**config.mk**
```make
export PLATFORM = sky130hd
export DESIGN_NAME = elevator_call_scheduler_flat
export DESIGN_NICKNAME = d
export VERILOG_FILES = /design/src/rtl/elevator_pkg.sv /design/src/rtl/elevator_call_scheduler_if.sv /design/src/rtl/elevator_call_scheduler_scan_pick.sv /design/src/rtl/elevator_call_scheduler.sv /design/src/flat_wrapper.sv
export SDC_FILE = /design/constraint.sdc
export NUM_CORES = 1
export LEC_CHECK = 0
export ABC_AREA = 1
export BUFFER_PORTS_ARGS = -buffer_cell sky130_fd_sc_hd__buf_2
export CORE_MARGIN = 1
export CORE_UTILIZATION = 50
export DETAILED_ROUTE_END_ITERATION = 12
export PLACE_DENSITY = 0.71
export SYNTH_ARGS = -nofsm -noshare
export SYNTH_HDL_FRONTEND = slang
export SYNTH_HIERARCHICAL = 1
export SYNTH_SLANG_ARGS = --single-unit
```
**constraint.sdc**
```tcl
create_clock -name clk -period 1.8 [get_ports clk]
set_input_delay 0.36 -clock clk [delete_from_list [all_inputs] [get_ports clk]]
set_output_delay 0.36 -clock clk [all_outputs]
set_load 0.05 [all_outputs]
```
**src/rtl/elevator_pkg.sv**
```systemverilog
// Shared floor/call types and controller state encoding for the car controller slice.
package elevator_pkg;

    localparam int unsigned NUM_FLOORS = 4;
    localparam int unsigned FLOOR_W    = 2;

    typedef enum logic [1:0] {
        ST_IDLE  = 2'd0,
        ST_MOVE  = 2'd1,
        ST_DWELL = 2'd2
    } state_e;

    typedef logic [FLOOR_W-1:0]    floor_t;
    typedef logic [NUM_FLOORS-1:0] call_vec_t;

    // One-hot call vector for a single floor.
    function automatic call_vec_t floor_mask(input floor_t f);
        return call_vec_t'(1) << f;
    endfunction

endpackage

```
**src/rtl/elevator_call_scheduler_if.sv**
```systemverilog
// Button/car-datapath signal bundle of the call scheduler.
interface elevator_call_scheduler_if;
    import elevator_pkg::*;

    call_vec_t call_req;
    floor_t    floor_status;
    floor_t    calling_status;
    logic      dir_up;
    logic      moving;
    logic      door_open;
    call_vec_t pending;

    modport master (
        output call_req, floor_status,
        input  calling_status, dir_up, moving, door_open, pending
    );

    modport slave (
        input  call_req, floor_status,
        output calling_status, dir_up, moving, door_open, pending
    );

endinterface

```
**src/rtl/elevator_call_scheduler_scan_pick.sv**
```systemverilog
// SCAN target selection: nearest pending floor ahead in the sweep, else nearest behind.
module elevator_call_scheduler_scan_pick
    import elevator_pkg::*;
(
    input  call_vec_t pending,
    input  floor_t    floor,
    input  logic      dir_up,
    output floor_t    target,
    output logic      found,
    output logic      dir_next
);

    logic   up_found;
    logic   dn_found;
    floor_t up_tgt;
    floor_t dn_tgt;

    // Lowest pending floor above and highest pending floor below the car.
    always_comb begin
        up_found = 1'b0;
        dn_found = 1'b0;
        up_tgt   = floor;
        dn_tgt   = floor;
        for (int unsigned i = 0; i < NUM_FLOORS; i++) begin
            if (pending[i] && (FLOOR_W'(i) > floor) && !up_found) begin
                up_found = 1'b1;
                up_tgt   = FLOOR_W'(i);
            end
            if (pending[i] && (FLOOR_W'(i) < floor)) begin
                dn_found = 1'b1;
                dn_tgt   = FLOOR_W'(i);
            end
        end
    end

    always_comb begin
        found    = 1'b0;
        target   = floor;
        dir_next = dir_up;
        if (dir_up) begin
            if (up_found) begin
                found  = 1'b1;
                target = up_tgt;
            end else if (dn_found) begin
                found    = 1'b1;
                target   = dn_tgt;
                dir_next = 1'b0;
            end
        end else begin
            if (dn_found) begin
                found  = 1'b1;
                target = dn_tgt;
            end else if (up_found) begin
                found    = 1'b1;
                target   = up_tgt;
                dir_next = 1'b1;
            end
        end
    end

endmodule

```
**src/rtl/elevator_call_scheduler.sv**
```systemverilog
// Latches floor calls, drives the SCAN target floor to the car and times the door dwell.
module elevator_call_scheduler
    import elevator_pkg::*;
#(
    parameter int unsigned DWELL_CYCLES = 8,
    parameter int unsigned TIMER_W      = 4
) (
    input  logic                      clk,
    input  logic                      reset,
    elevator_call_scheduler_if.slave  bus
);

    localparam logic [TIMER_W-1:0] DWELL_LOAD = TIMER_W'(DWELL_CYCLES - 1);

    state_e             state_q,   state_d;
    call_vec_t          pending_q, pending_d;
    floor_t             calling_q, calling_d;
    logic               dir_q,     dir_d;
    logic [TIMER_W-1:0] timer_q,   timer_d;
    logic               moving_q,  moving_d;
    logic               door_q,    door_d;

    floor_t    pick_target;
    logic      pick_found;
    logic      pick_dir;
    call_vec_t here_mask;
    logic      call_here;

    elevator_call_scheduler_scan_pick u_scan_pick (
        .pending  (pending_q),
        .floor    (bus.floor_status),
        .dir_up   (dir_q),
        .target   (pick_target),
        .found    (pick_found),
        .dir_next (pick_dir)
    );

    always_ff @(posedge clk) begin
        if (!reset) begin
            state_q   <= ST_IDLE;
            pending_q <= '0;
            calling_q <= '0;
            dir_q     <= 1'b1;
            timer_q   <= '0;
            moving_q  <= 1'b0;
            door_q    <= 1'b0;
        end else begin
            state_q   <= state_d;
            pending_q <= pending_d;
            calling_q <= calling_d;
            dir_q     <= dir_d;
            timer_q   <= timer_d;
            moving_q  <= moving_d;
            door_q    <= door_d;
        end
    end

    always_comb begin
        here_mask = floor_mask(bus.floor_status);
        call_here = |(bus.call_req & here_mask);
        state_d   = state_q;
        pending_d = pending_q | bus.call_req;
        calling_d = calling_q;
        dir_d     = dir_q;
        timer_d   = timer_q;

        case (state_q)
            ST_IDLE: begin
                // A call at the floor the car already sits on just opens the door.
                pending_d = pending_q | (bus.call_req & ~here_mask);
                calling_d = bus.floor_status;
                if (call_here) begin
                    state_d = ST_DWELL;
                    timer_d = DWELL_LOAD;
                end else if (pick_found) begin
                    state_d   = ST_MOVE;
                    calling_d = pick_target;
                    dir_d     = pick_dir;
                end
            end
            ST_MOVE: begin
                if (bus.floor_status == calling_q) begin
                    pending_d = (pending_q | bus.call_req) & ~here_mask;
                    state_d   = ST_DWELL;
                    timer_d   = DWELL_LOAD;
                end else if (pick_found && (pick_dir == dir_q)) begin
                    calling_d = pick_target;
                end
            end
            ST_DWELL: begin
                pending_d = pending_q | (bus.call_req & ~here_mask);
                calling_d = bus.floor_status;
                if (call_here) begin
                    timer_d = DWELL_LOAD;
                end else if (timer_q == '0) begin
                    state_d = ST_IDLE;
                end else begin
                    timer_d = timer_q - TIMER_W'(1);
                end
            end
            default: state_d = ST_IDLE;
        endcase

        moving_d = (state_d == ST_MOVE);
        door_d   = (state_d == ST_DWELL);
    end

    assign bus.calling_status = calling_q;
    assign bus.dir_up         = dir_q;
    assign bus.moving         = moving_q;
    assign bus.door_open      = door_q;
    assign bus.pending        = pending_q;

endmodule

```
**src/flat_wrapper.sv**
```systemverilog
// flat-port wrapper written by rule: the top's interface ports become plain ports
module elevator_call_scheduler_flat import elevator_pkg::*;
#(
    parameter int unsigned DWELL_CYCLES = 8,
    parameter int unsigned TIMER_W      = 4
)
  (clk, reset, bus_call_req, bus_floor_status, bus_calling_status, bus_dir_up, bus_moving, bus_door_open, bus_pending);
  elevator_call_scheduler_if bus_i ();
  input  logic clk;
  input  logic reset;
  input wire logic [$bits(bus_i.call_req)-1:0] bus_call_req;
  input wire logic [$bits(bus_i.floor_status)-1:0] bus_floor_status;
  output wire logic [$bits(bus_i.calling_status)-1:0] bus_calling_status;
  output wire logic [$bits(bus_i.dir_up)-1:0] bus_dir_up;
  output wire logic [$bits(bus_i.moving)-1:0] bus_moving;
  output wire logic [$bits(bus_i.door_open)-1:0] bus_door_open;
  output wire logic [$bits(bus_i.pending)-1:0] bus_pending;
  assign bus_i.call_req = bus_call_req;
  assign bus_i.floor_status = bus_floor_status;
  assign bus_calling_status = bus_i.calling_status;
  assign bus_dir_up = bus_i.dir_up;
  assign bus_moving = bus_i.moving;
  assign bus_door_open = bus_i.door_open;
  assign bus_pending = bus_i.pending;
  elevator_call_scheduler #(.DWELL_CYCLES(DWELL_CYCLES), .TIMER_W(TIMER_W)) u_core (.clk(clk), .reset(reset), .bus(bus_i));
endmodule
```
==> metrics <==
CTS clk-pin slew, worst paths=roughly 90 ps; cts bufs inserted=3; FF-to-FF End=u_core/bus.pending[0]; die area=between 0.002 and 0.003 mm²; dpl ws=-1.57 ps; Worst Reg-to-Reg Cells=8; die width=approximately 52 µm; final instance area=around 0.0015 mm²; via count=~1300; Clock Path Buffers=2; fin crit share=88.1%; post-CTS setup buffer count=0; # rows=17; clock root buffer=clkbuf_4; via/cell ratio=between 5 and 6; crit path launch=u_core/state_q[1]; CTS tree=done; Setup crit end=u_core/bus.pending[0]; Remaining Overflow, GRT=0; # nets final=246; cell taking the most area after synthesis=dfxtp_1; synthesized instance count=about 200; Synth area leaders=dfxtp_1 24%, nand2_1 18%, inv_1 8.6%; I/O Pins=17; Slew headroom=roughly four fifths; mux share of post-synthesis cell area=0%; RSZ-0062 raised after global routing=no; post-synth cell types=28; Initial Util=between 50 and 60%; layout cells sized above 1=25.9%; area delta synth->final=17.5%; pwr/cell area=between 1000 and 1500 mW/mm²; Clock Sinks=15; die height=roughly 52 µm; hpwl dp=roughly 2400 µm; critical path arrival=1770 ps; hold path depth=3; GP Congestion=0.840; fin crit period=roughly 1600 ps; setup TNS=0 ps; First-pass DRT Iterations=4; worst min-delay path class=in -> reg; post-synthesis adder-cell area fraction=4.97%; Setup WS post-layout=between 200 and 250 ps; status=complete, no violations; syn avg cell area=between 6 and 7 µm²; Layout Utilization=64.4%; register bit count reported by yosys=15; Synth Area in Compound Gates=15.4%; fmax=631 MHz; flop-to-flop setup slack=approximately 210 ps; GRT Total Usage=~25%; Post-DP Area=0.00145 mm²; Final Hold Viols=0; Routed WL=around 2900 µm; diode count=0; CP Data Required Time=1980 ps; startpoint types=flop; post-synth net total=216; post-synthesis xor/xnor area fraction=0%; CP Class=reg -> reg; combinational family with the most area after synthesis=simple AND/OR/NAND/NOR gates; post-synth top area share=between 20% and 30%; routed len/inst=roughly 11 µm; Pleak=around 0.8 nW; Final setup viols=0; Synth Area in Simple Gates=between 40% and 50%; CTS H-tree lvls=1; largest net degree at the start of global routing=11; Detail Route Antenna Nets=0; latest clock arrival within the worst-skew pair=about 280 ps; Max Cap Viol=0; Reg-to-Reg Start=u_core/state_q[1]; initial antenna violation count=0; Synth Warn #=6; slew of the pin with the lowest slew margin=between 300 and 400 ps; Synth Cell Area=approximately 0.0013 mm²; first-pass GRT wire length=roughly 5200 µm; Pins Over Slew Limit=0; # port buffers=16; number of remaining DRC errors=0; Core Area=about 0.0023 mm²; 1st-iter DRT viols=31; CP Max Fanout=5; vias in the first global route=1226; VDD IR-drop max=slightly above 0.0009 V; Clock Skew=1.63 ps; sequential-to-total area share from yosys stat=about a quarter; Critical Path Sink Type=flop
-- worst min path at each step --
stage                                  from               endpoint  slack [ps]
after floorplan           u_core/timer_q[2]      u_core/timer_q[2]         460
after global placement    u_core/timer_q[2]      u_core/timer_q[2]         470
after detailed placement  u_core/timer_q[0]      u_core/timer_q[0]         480
after CTS                   bus_call_req[0]  u_core/bus.pending[0]         330
after global routing        bus_call_req[0]  u_core/bus.pending[0]         340
final                       bus_call_req[0]  u_core/bus.pending[0]         330
-- cells in the final DEF (no fill, tap or decap), drive strengths merged, types with 5 or more instances in the layout --
| cell type | n |
|---|---|
| dfxtp | 15 |
| nand3 | 20 |
| inv | 32 |
| nand2 | 67 |
| o21ai | 11 |
| nor2 | 26 |
| a21oi | 12 |
| ha | 5 |
| buf | 28 |
-- per-layer routing --
layer | routed length, µm | track usage, % | part of all wire [%]
met1 | 1440 | 32.4 | 49
met2 | 1360 | 44.7 | 47
met3 | 98 | 6.09 | 3.4
met4 | 9 | 2.63 | 0.31
met5 | 0 | 0 | 0
-- power by group --
group,switching (mW),total (mW),internal [mW],leakage [nW]
clock network,0.113,0.195,0.0825,0.0177
registers,0.0713,0.490,0.418,0.126
logic,0.715,1.09,0.375,0.669
-- through the flow --
| stage | instances | power [mW] | hold WS [ps] |
|---|---|---|---|
| 6_report | 260 | 1.78 | 332 |
| 5_1_grt | 260 | 1.95 | 343 |
| 2_1_floorplan | 203 | 1.30 | 458 |
| 4_1_cts | 260 | 1.78 | 328 |
| 3_3_place_gp | 256 | 1.55 | 473 |
| 3_5_place_dp | 256 | 1.58 | 475 |
-- synthesized netlist by cell type --
cell type	number
a21oi_2	2
inv_2	3
o211ai_1	3
nor2_8	1
a211oi_1	3
nand3_1	14
o21ai_0	9
a21oi_1	9
nand4_1	1
or2_1	1
nor2_1	22
dfxtp_1	15
ha_1	5
a21oi_4	1
inv_1	29
o21bai_1	1
nand2_1	60
clkbuf_1	1
nand2_2	7
a21boi_0	1
buf_2	1
nor2_2	3
buf_6	1
nand3_4	2
nand3_2	4
nand3b_1	1
or2_2	1
o21ai_1	2
-- logic make-up (layout without fill, tap and decap cells) --
logic type               Yosys count  after routing
adder cells (fa/ha/maj)            5              5
AO/OA/AOI/OAI                     31             31
buffers and inverters             35             64
AND/OR/NAND/NOR                  117            117
flip-flops                        15             15
-- registers in the layout, indices dropped and copies added, names as in the netlist --
name	count
u_core/bus.moving	1
u_core/timer_q	4
u_core/state_q	2
u_core/bus.door_open	1
u_core/bus.dir_up	1
u_core/bus.pending	4
u_core/bus.calling_status	2
-- repair_timing --
item | 4_1_cts | 5_1_grt
endpoints found under the setup margin | 0 | 2
resized for setup | 0 | 2
hold buffers | 0 | 0
-- worst max-delay path, stage by stage, from the launching register on --
cell	delay (ps)
dfxtp_1	410
inv_1	100
ha_1	260
nor2_1	110
inv_1	110
nor2_1	200
o21ai_0	130
o211ai_1	90
inv_1	60
-- cell type report --
cell class                      count  area [µm²]
Fill cell                         236         818
Clock buffer                        3        22.5
Tap cell                           28        35.0
Sequential cell                    15         308
Timing Repair Buffer               28         170
Multi-Input combinational cell    153         818
Inverter                           32         120
Clock inverter                      1        5.00
(Power assumes the default switching activity.)
